[config.mk]
export PLATFORM = sky130hd
export DESIGN_NAME = mips_pc_unit
export DESIGN_NICKNAME = d
export VERILOG_FILES = /design/src/rtl/mips_pc_unit.sv
export SDC_FILE = /design/constraint.sdc
export NUM_CORES = 1
export LEC_CHECK = 0
export ABC_AREA = 1
export BUFFER_PORTS_ARGS = -buffer_cell sky130_fd_sc_hd__buf_2
export CAP_MARGIN = 40
export CORE_MARGIN = 2
export CORE_UTILIZATION = 35
export CTS_CLUSTER_SIZE = 25
export DETAILED_ROUTE_END_ITERATION = 8
export GPL_TIMING_DRIVEN = 0
export SYNTH_ARGS = -nofsm -noshare
export SYNTH_HDL_FRONTEND = slang
export SYNTH_SLANG_ARGS = --single-unit
[constraint.sdc]
create_clock -name ClockPulse -period 2.7 [get_ports ClockPulse]
set_input_delay 0.405 -clock ClockPulse [delete_from_list [all_inputs] [get_ports ClockPulse]]
set_output_delay 0.405 -clock ClockPulse [all_outputs]
set_load 0.01 [all_outputs]
[src/rtl/mips_pc_unit.sv]
// rtl/mips_pc_unit.sv - MIPS program counter with fetch handshake, redirects, exceptions and fetch counter
module mips_pc_unit #(
  parameter int                    ADDR_WIDTH   = 32,
  parameter logic [ADDR_WIDTH-1:0] RESET_VECTOR = 32'h0000_0000,
  parameter logic [ADDR_WIDTH-1:0] EXC_VECTOR   = 32'h8000_0180,
  parameter int                    STEP         = 4,
  parameter int                    ALIGN_BITS   = 2,
  parameter int                    CNT_WIDTH    = 16
) (
  input  logic                  ClockPulse,
  input  logic                  ResetN,
  input  logic                  Stall,
  input  logic                  FetchReady,
  output logic                  FetchValid,
  output logic [ADDR_WIDTH-1:0] CurrentInstructionAddress,
  input  logic                  BranchTaken,
  input  logic [ADDR_WIDTH-1:0] BranchTarget,
  input  logic                  JumpValid,
  input  logic [ADDR_WIDTH-1:0] JumpTarget,
  input  logic                  Exception,
  input  logic                  Eret,
  output logic [ADDR_WIDTH-1:0] Epc,
  output logic                  AddrErr,
  output logic [CNT_WIDTH-1:0]  FetchCount
);

  // Low target bits that must be zero for a legal redirect.
  localparam logic [ADDR_WIDTH-1:0] ALIGN_MASK = ADDR_WIDTH'((64'd1 << ALIGN_BITS) - 64'd1);

  logic                  running;
  logic                  accept;
  logic                  redirect_req;
  logic [ADDR_WIDTH-1:0] redirect_tgt;
  logic                  misaligned;
  logic [ADDR_WIDTH-1:0] pc_next;
  logic [ADDR_WIDTH-1:0] epc_next;
  logic                  addr_err_next;

  assign FetchValid = running & ~Stall;
  assign accept     = FetchValid & FetchReady;

  // Select the branch/jump target (branch has priority) and check its alignment.
  always_comb begin
    redirect_req = BranchTaken | JumpValid;
    redirect_tgt = BranchTaken ? BranchTarget : JumpTarget;
    misaligned   = |(redirect_tgt & ALIGN_MASK);
  end

  // Next PC/EPC by priority: exception, eret, branch/jump, accepted fetch, hold.
  always_comb begin
    pc_next       = CurrentInstructionAddress;
    epc_next      = Epc;
    addr_err_next = 1'b0;
    if (Exception) begin
      pc_next  = EXC_VECTOR;
      epc_next = CurrentInstructionAddress;
    end else if (Eret) begin
      pc_next = Epc;
    end else if (redirect_req) begin
      if (misaligned) begin
        pc_next       = EXC_VECTOR;
        epc_next      = redirect_tgt;
        addr_err_next = 1'b1;
      end else begin
        pc_next = redirect_tgt;
      end
    end else if (accept) begin
      pc_next = CurrentInstructionAddress + ADDR_WIDTH'(STEP);
    end
  end

  // State registers; the fetch counter counts accepts even when a redirect overrides the PC step.
  always_ff @(posedge ClockPulse or negedge ResetN) begin
    if (!ResetN) begin
      running                   <= 1'b0;
      CurrentInstructionAddress <= RESET_VECTOR;
      Epc                       <= '0;
      AddrErr                   <= 1'b0;
      FetchCount                <= '0;
    end else begin
      running                   <= 1'b1;
      CurrentInstructionAddress <= pc_next;
      Epc                       <= epc_next;
      AddrErr                   <= addr_err_next;
      if (accept) begin
        FetchCount <= FetchCount + CNT_WIDTH'(1);
      end
    end
  end

endmodule
# After elaboration in Yosys (flattened, before gate mapping)
# Cells that the tools add are included.
# totals
regBits	82
output_inout_bits	82
wordCells	31
# op_classes
add_sub_neg	2
eq_ne	1
n_mux	14
bitwise_logic	4
n_reduce_logical	5
# op_table
cell	count
32-bit 2-to-1 mux	10
32-bit by 3-bit adder with 32-bit output (second input constant)	1
16-bit by 1-bit adder with 16-bit output (second input constant)	1
1-bit 2-to-1 mux	4
2-bit nonzero test	2
4-bit nonzero test	1
3-bit AND reduction	1
1-bit AND	2
2-bit inequality test (second input constant)	1
2-bit OR reduction	1
1-bit inverter	1
1-bit bitwise OR	1

# Longest topological paths before layout
# Gate-level depths: netlist of the first run.
# depth
word_depth	7
depth_mapped	11
ltp_nobuf	11

# Worst setup path before layout of the first run
# Ideal clock, no wire load.
# synth_timing
kind	flip-flop to flip-flop
startpoint	register CurrentInstructionAddress[3]
endpoint	register CurrentInstructionAddress[22]
setup_time_ps	126
arrival_time_ps	1429
required_time_ps	2574
slack_ps	1145
path_stages_with_launch	11
n_path_buf	0
cell_sequence	dfrtp_1 ha_1 nand2_1 nor2_1 nand2_1 nor2_2 nand2_1 nand2_1 nand3_1 o21ai_0 a21oi_1
# synth_between
elab_chain_len	5
# synth_lines
element	line	source
start, declared	15	output logic [ADDR_WIDTH-1:0] CurrentInstructionAddress,
start signal, assigned	82	CurrentInstructionAddress <= pc_next;
32-bit by 3-bit adder with 32-bit output	68	pc_next = CurrentInstructionAddress + ADDR_WIDTH'(STEP);
32-bit 2-to-1 mux	67	end else if (accept) begin
32-bit 2-to-1 mux	59	end else if (redirect_req) begin
32-bit 2-to-1 mux	57	end else if (Eret) begin
32-bit 2-to-1 mux	54	if (Exception) begin
# No other way between the ends. The select of a mux whose other input is x is not followed.
# A chain may end at the register's enable or synchronous reset.

# Final worst setup path of the first run
# Same ends and word-level chain as after synthesis.

==> results of run 1 <==
[routing by layer]
layer | track usage (%) | vias up | share of wire (%)
met3 | 3.29 | 16 | 7.1
met1 | 35.1 | 2626 | 47
met4 | 8.40 | 0 | 1.6
met2 | 35.2 | 208 | 44
li1 | - | 2779 | -
met5 | 0 | - | 0
[worst max path at each step]
| stage | startpoint | end | slack [ns] | cells after the start |
|---|---|---|---|---|
| 2_1_floorplan | CurrentInstructionAddress[3]$_DFFE_PN0P_ | CurrentInstructionAddress[22]$_DFFE_PN0P_ | 1.15 | 10 |
| 3_3_place_gp | ResetN | CurrentInstructionAddress[18]$_DFFE_PN0P_ | 0.44 | 1 |
| 5_1_grt | CurrentInstructionAddress[3]$_DFFE_PN0P_ | CurrentInstructionAddress[22]$_DFFE_PN0P_ | 0.63 | 10 |
| 6_report | CurrentInstructionAddress[3]$_DFFE_PN0P_ | CurrentInstructionAddress[22]$_DFFE_PN0P_ | 0.78 | 10 |
| 4_1_cts | CurrentInstructionAddress[3]$_DFFE_PN0P_ | CurrentInstructionAddress[22]$_DFFE_PN0P_ | 0.81 | 10 |
| 3_5_place_dp | BranchTaken | CurrentInstructionAddress[25]$_DFFE_PN0P_ | 0.70 | 6 |
[cell usage in the layout, fill, tap and decap left out, types with 2 or more instances in the layout]
master	count
nand2_1	220
buf_2	166
nor2_1	90
dfrtp_1	82
inv_1	76
a21oi_1	55
o21ai_0	47
nand3_1	30
o221ai_1	19
xor2_1	16
nor3_1	14
o31ai_1	14
o211ai_1	10
clkbuf_1	9
clkbuf_16	9
buf_6	6
xnor2_1	5
nand2_2	4
inv_2	4
nor2_2	3
mux2_2	3
clkinv_2	3
o21ai_2	2
nand4_1	2
buf_4	2
a22o_1	2
buf_1	2
o31ai_2	2
o21ai_1	2
a31oi_1	2
ha_1	2
[logic make-up after synthesis]
| family | Yosys count | synth area share, % |
|---|---|---|
| AND/OR/NAND/NOR | 366 | 28.3 |
| AO/OA/AOI/OAI | 158 | 18.3 |
| buffers and inverters | 113 | 9.57 |
| flip-flops | 82 | 39.1 |
| XOR/XNOR | 21 | 3.50 |
| multiplexers | 3 | 0.643 |
| adder cells (fa/ha/maj) | 2 | 0.476 |
| other | 1 | 0.0714 |
[metrics by stage]
stage	hold WS, ns	utilization, %
after global routing	0.0798	45.0
final	0.0323	45.0
after floorplan	0.109	-
after global placement	0.458	42.8
after detailed placement	0.433	43.0
after CTS	0.0588	45.0
[report_power, final]
part	switching (uW)	internal, uW	total (uW)
registers	178	1380	1560
logic	471	315	786
clock network	533	740	1270
total	1180	2430	3610
[flip-flops by register name, summed over array words and instances, names as in the netlist]
| signal | cells |
|---|---|
| AddrErr | 1 |
| CurrentInstructionAddress | 32 |
| Epc | 32 |
| FetchCount | 16 |
| running | 1 |
[worst max-delay path: cells and delay by family, from the launching register on]
family / cells / cell delay, ns
adder cells (fa/ha/maj): 1 / 0.28
flip-flops: 1 / 0.46
AO/OA/AOI/OAI: 2 / 0.19
AND/OR/NAND/NOR: 7 / 0.85
[cell type report]
class	count	area (um2)
sequential	82	2050
clock inverter	5	53.8
inverter	80	300
tap	184	230
multi-input combinational	551	2700
fill	1561	8020
buffer	33	203
clock buffer	11	243
timing repair buffer	153	791
==> metrics.txt, run 1 <==
outcome=completed; most common cell in the netlist=nand2_1; Leakage=0.00329 uW; Area Growth Syn to Fin=25.1%; starting density of the core=approximately 36%; reported max-cap violation count=0; Final nets=984; Cell Pwr Density=about 550 nW/um2; Reg2Reg Depth=10; sum of negative setup slack=0 ns; placed cell area=around 6300 um2; worst-case headroom to the max-slew limit=50.3%; worst endpoint required time=~3 ns; worst path arrival time=~2.2 ns; Yosys warnings=0; count of final hold-check violations=0; layout cell share with drive strength beyond 1=a little under a quarter; final worst-path setup slack=roughly 0.78 ns; Syn Inst Count=between 700 and 800; clock-pin transition on the worst setup and hold timing paths=0.06 ns; vias=5,629; core area=14,600 um2; Async S/R FF share, synth=100%; slack of the worst reg-to-reg path=approximately 0.8 ns; Max Clock Freq=between 500 and 600 MHz; die area=approximately 16,000 um2; pin count of the biggest net entering global routing=46; transition time at the pin with the least slew margin=approximately 0.75 ns; number of clock buffers inserted by TritonCTS=9; RSZ-0062 raised after global routing=false; Setup crit end kind=register; clock sink count=between 80 and 90; crit share post-route=70.9%; Via density=between 5 and 6; stage delay of the slowest cell on the critical path=between 0.4 and 0.5 ns; buffer levels on the longest clock path=2; # rows=between 40 and 50; worst reg2reg startpoint=CurrentInstructionAddress[3]$_DFFE_PN0P_; number of synthesized flops with an enable pin=0; max-slew violations=0; maximum VDD drop=approximately 0.30 mV; crit path max-delay cell type=dfrtp_1; global route overflow=0; I/O pin cnt=154; Post-Route Skew=roughly 0.0085 ns; RePlAce Congestion=between 0.9 and 1; post-layout instance count excluding filler cells=around 1,100; final design area excluding fillers=roughly 6600 um2; overall power=3610 uW; post-DP HPWL=about 14,000 um; crit-path max FO=6; number of distinct standard cells referenced by the synthesized netlist=37; post-DR wirelength/cell=17.1 um; largest area contributor in the netlist=dfrtp_1; worst r2r dst=CurrentInstructionAddress[22]$_DFFE_PN0P_; via count of the first global-routing pass=5,174; remaining number of nets flagged by the antenna check after routing=0; cells traversed along the worst timing path=ha_1 > nand2_1 > nor2_1 > nand2_1 > nor2_2 > nand2_1 > nand2_1 > nand3_1 > o21ai_0 > a21oi_1; wire length of the first global-routing pass=about 29,000 um; worst setup timing slack at the placement stage=just over 0.7 ns; first drt pass iteration count=5; post-synth net total=820; antenna diode instance count=0; clock latency of the later-clocked register in the worst-skew pair=between 0.3 and 0.4 ns; post-layout min period=~1.9 ns; initial antenna violation count=0; combined area of all synthesized cells=between 5000 and 6000 um2; number of placed cells counting well taps=~1,100; post-CTS repair timing setup buffer count=0; clock tree from TritonCTS=done; Hold Buf Count CTS=0; most common cell type on the critical path=nand2_1; primary flip-flop cell chosen by synthesis mapping=dfrtp_1; overall routed net length=between 15,000 and 20,000 um; H-tree depth reported by CTS=3; remaining design rule violation count=0; post-synth top area share=39.1%; count of input and output buffers=152; root buffer cell=clkbuf_16; count of routing violations after the opening detailed-route iteration=~520; most area-consuming cells after synthesis=dfrtp_1, nand2_1, nor2_1; number of instances resized during post-cts repair=0; x dimension of the die=between 100 and 150 um; Post-synth top cells=nand2_1, nor2_1, dfrtp_1, inv_1, a21oi_1; average footprint of a synthesized cell=around 7.0 um2; Hold/Removal Path Class=in -> async; height of the chip=~130 um; final count of negative-setup-slack endpoints=0; FF+latch count, synth=82; Setup Crit Path Kind=reg -> reg; total routing usage reported by global routing=23.7%; startpoint kind of the worst setup timing path=register; sequential area share after synthesis=between 30% and 40%
No activity file was read; power rests on OpenSTA's default activity.
==> run 2, diff against run 1 <==
Clock period 2.7 ns to 1.75 ns, I/O delays scaled along.
==> metrics.txt, run 2 (synthesis gave the netlist of run 1 again) <==
number of clock buffers inserted by TritonCTS=9 (unchanged); root buffer cell=clkbuf_16 (unchanged); worst endpoint required time=1.99 ns (was 2.93 ns); clock sink count=82 (unchanged); Post-Route Skew=0.00711 ns (was 0.00849 ns); count of input and output buffers=152 (unchanged); remaining design rule violation count=0 (unchanged); Hold/Removal Path Class=in -> reg (was in -> async); most common cell after layout, fill and taps aside=nand2_1 (unchanged); startpoint kind of the worst setup timing path=register (unchanged); stage delay of the slowest cell on the critical path=0.39 ns (was 0.46 ns); area of combinational cells with multiple inputs=2770 um2 (was 2700 um2); final count of negative-setup-slack endpoints=0 (unchanged); global route overflow=0 (unchanged); buffer levels on the longest clock path=2 (unchanged); maximum VDD drop=0.456 mV (was 0.296 mV); layout cell share with drive strength beyond 1=26.0% (was 23.2%); Filler cells=1,544 (was 1,561); Internal Power=3770 uW (was 2430 uW); overall routed net length=18,800 um (was 18,700 um); RSZ-0062 raised after global routing=false (unchanged); Via density=5.11 (was 5.12); worst-case headroom to the max-slew limit=50.8% (was 50.3%); crit path max-delay cell type=dfrtp_2 (was dfrtp_1); reported max-cap violation count=0 (unchanged); post-layout min period=1.63 ns (was 1.92 ns); die area=16,000 um2 (unchanged); most frequent cells in the layout=nand2_1, buf_2, nor2_1 (unchanged); via count of the first global-routing pass=5,179 (was 5,174); antenna diode instance count=0 (unchanged); starting density of the core=36.0% (unchanged); I/O pin cnt=154 (unchanged); vias=5,637 (was 5,629); Register Area=2060 um2 (was 2050 um2); post-route core utilization=45.9% (was 45.0%); Final nets=989 (was 984); remaining number of nets flagged by the antenna check after routing=0 (unchanged); final worst-path setup slack=0.117 ns (was 0.785 ns); sum of negative setup slack=0 ns (unchanged); Setup Crit Path Kind=reg -> reg (unchanged); switching part of the total power=32.7% (about the same); count of final hold-check violations=0 (unchanged); sequential power share=42.9% (was 43.1%); x dimension of the die=127 um (unchanged); max-slew violations=0 (unchanged); top flop regs=CurrentInstructionAddress: 32 flops, Epc: 32 flops, FetchCount: 16 flops (unchanged); most common cell type on the critical path=o21ai_0 (was nand2_1); pin count of the biggest net entering global routing=46 (unchanged); initial antenna violation count=0 (unchanged); clock latency of the later-clocked register in the worst-skew pair=0.35 ns (about the same); H-tree depth reported by CTS=3 (unchanged); worst path arrival time=1.87 ns (was 2.15 ns); core area=14,600 um2 (unchanged); hold slack=0.239 ns (was 0.0323 ns); Leakage=0.00332 uW (was 0.00329 uW); outcome=completed (unchanged); Area Growth Syn to Fin=27.3% (was 25.1%); RePlAce Congestion=0.954 (unchanged); first drt pass iteration count=5 (unchanged); crit share post-route=93.3% (was 70.9%); worst setup timing slack at the placement stage=-0.125 ns (was 0.704 ns); crit-path max FO=5 (was 6); combinational group share of total power=22.1% (was 21.8%); post-DP HPWL=14,000 um (unchanged); clock-pin transition on the worst setup and hold timing paths=0.06 ns (about the same); clock tree from TritonCTS=done (unchanged); Cell Pwr Density=837 nW/um2 (was 550 nW/um2); transition time at the pin with the least slew margin=0.738 ns (was 0.746 ns); cells traversed along the worst timing path=ha_2 > nand2_1 > nor2_4 > nand3_2 > o21ai_0 > nand3_1 > o21ai_0 > a21oi_1 (was ha_1 > nand2_1 > nor2_1 > nand2_1 > nor2_2 > nand2_1 > nand2_1 > nand3_1 > o21ai_0 > a21oi_1); height of the chip=127 um (unchanged); part of the total power dissipated in the clock network=35.1% (was 35.2%); wire length of the first global-routing pass=29,300 um (about the same); # rows=44 (unchanged); Max Clock Freq=612 MHz (was 522 MHz); Switching Power=1830 uW (was 1180 uW); Setup crit end kind=register (unchanged); total routing usage reported by global routing=23.7% (about the same); post-DR wirelength/cell=17.0 um (was 17.1 um); count of routing violations after the opening detailed-route iteration=542 (was 517)
==> run 2: cell types whose count changed in the layout (fill, tap and decap cells not counted), sizes merged <==
cell,before,now
clkbuf,19,20
buf,178,181
dlygate4sd3,0,1
==> run 2: worst max-delay path, delay by kind of cell, from the launching register on <==
| family | cells | cell delay, ns |
|---|---|---|
| and+or+nand+nor | 4 | 0.53 |
| DFF | 1 | 0.39 |
| AOI/OAI and AO/OA | 3 | 0.38 |
| adders and majority gates | 1 | 0.23 |
==> run 2: path summary, 6_finish.rpt <==
| path | to | startpoint | cells past startpoint | slack (ns) |
|---|---|---|---|---|
| max reg2reg | CurrentInstructionAddress[20]$_DFFE_PN0P_ | CurrentInstructionAddress[2]$_DFFE_PN0P_ | 8 | 0.12 |
| max in group asynchronous | CurrentInstructionAddress[12]$_DFFE_PN0P_ | ResetN | 3 | 0.67 |
| min reg2reg | FetchCount[15]$_DFFE_PN0P_ | FetchCount[15]$_DFFE_PN0P_ | 1 | 0.47 |
| min in group asynchronous | AddrErr$_DFF_PN0_ | ResetN | 2 | 0.44 |
| max | CurrentInstructionAddress[20]$_DFFE_PN0P_ | CurrentInstructionAddress[2]$_DFFE_PN0P_ | 8 | 0.12 |
| min | Epc[0]$_DFFE_PN0P_ | JumpTarget[0] | 3 | 0.24 |
==> run 2: cell type report <==
class                           instances  area share [%]
Inverter                               80            4.49
Sequential cell                        82            30.8
Clock buffer                           11            3.63
Multi-Input combinational cell        551            41.4
Clock inverter                          5           0.804
Buffer                                 33            3.07
Tap cell                              184            3.44
Timing Repair Buffer                  158            12.4
==> run 2: per-stage QoR <==
step           total power (uW)  instances  cell area, um2
2_1_floorplan              3040        746            5250
3_3_place_gp               3630       1082            6240
3_5_place_dp               3650       1083            6270
4_1_cts                    5610       1100            6600
5_1_grt                    5880       1104            6690
6_report                   5600       1104            6690
==> run 2: power by group through the flow <==
| stage | clock (uW) | combinational (uW) | sequential (uW) |
|---|---|---|---|
| floorplan | 0 | 555 | 2480 |
| global placement | 0 | 1200 | 2430 |
| detailed placement | 0 | 1220 | 2430 |
| CTS | 1980 | 1230 | 2400 |
| global route | 2070 | 1370 | 2440 |
| finish | 1960 | 1240 | 2400 |
==> run 2: what timing repair did <==
action / 4_1_cts / 5_1_grt
endpoints found under the setup margin: 7 / 18
pin swaps: 0 / 2
hold buffers: 1 / 0
resized for setup: 7 / 22
buffers inserted: 0 / 4
endpoints found under the hold margin: 37 / 0
==> run 2: routing by layer <==
metal  global-route usage, %  routed length, um
met5                       0                  0
met4                    8.40                325
met3                    3.29               1100
met2                    35.2               8290
met1                    35.2               9080
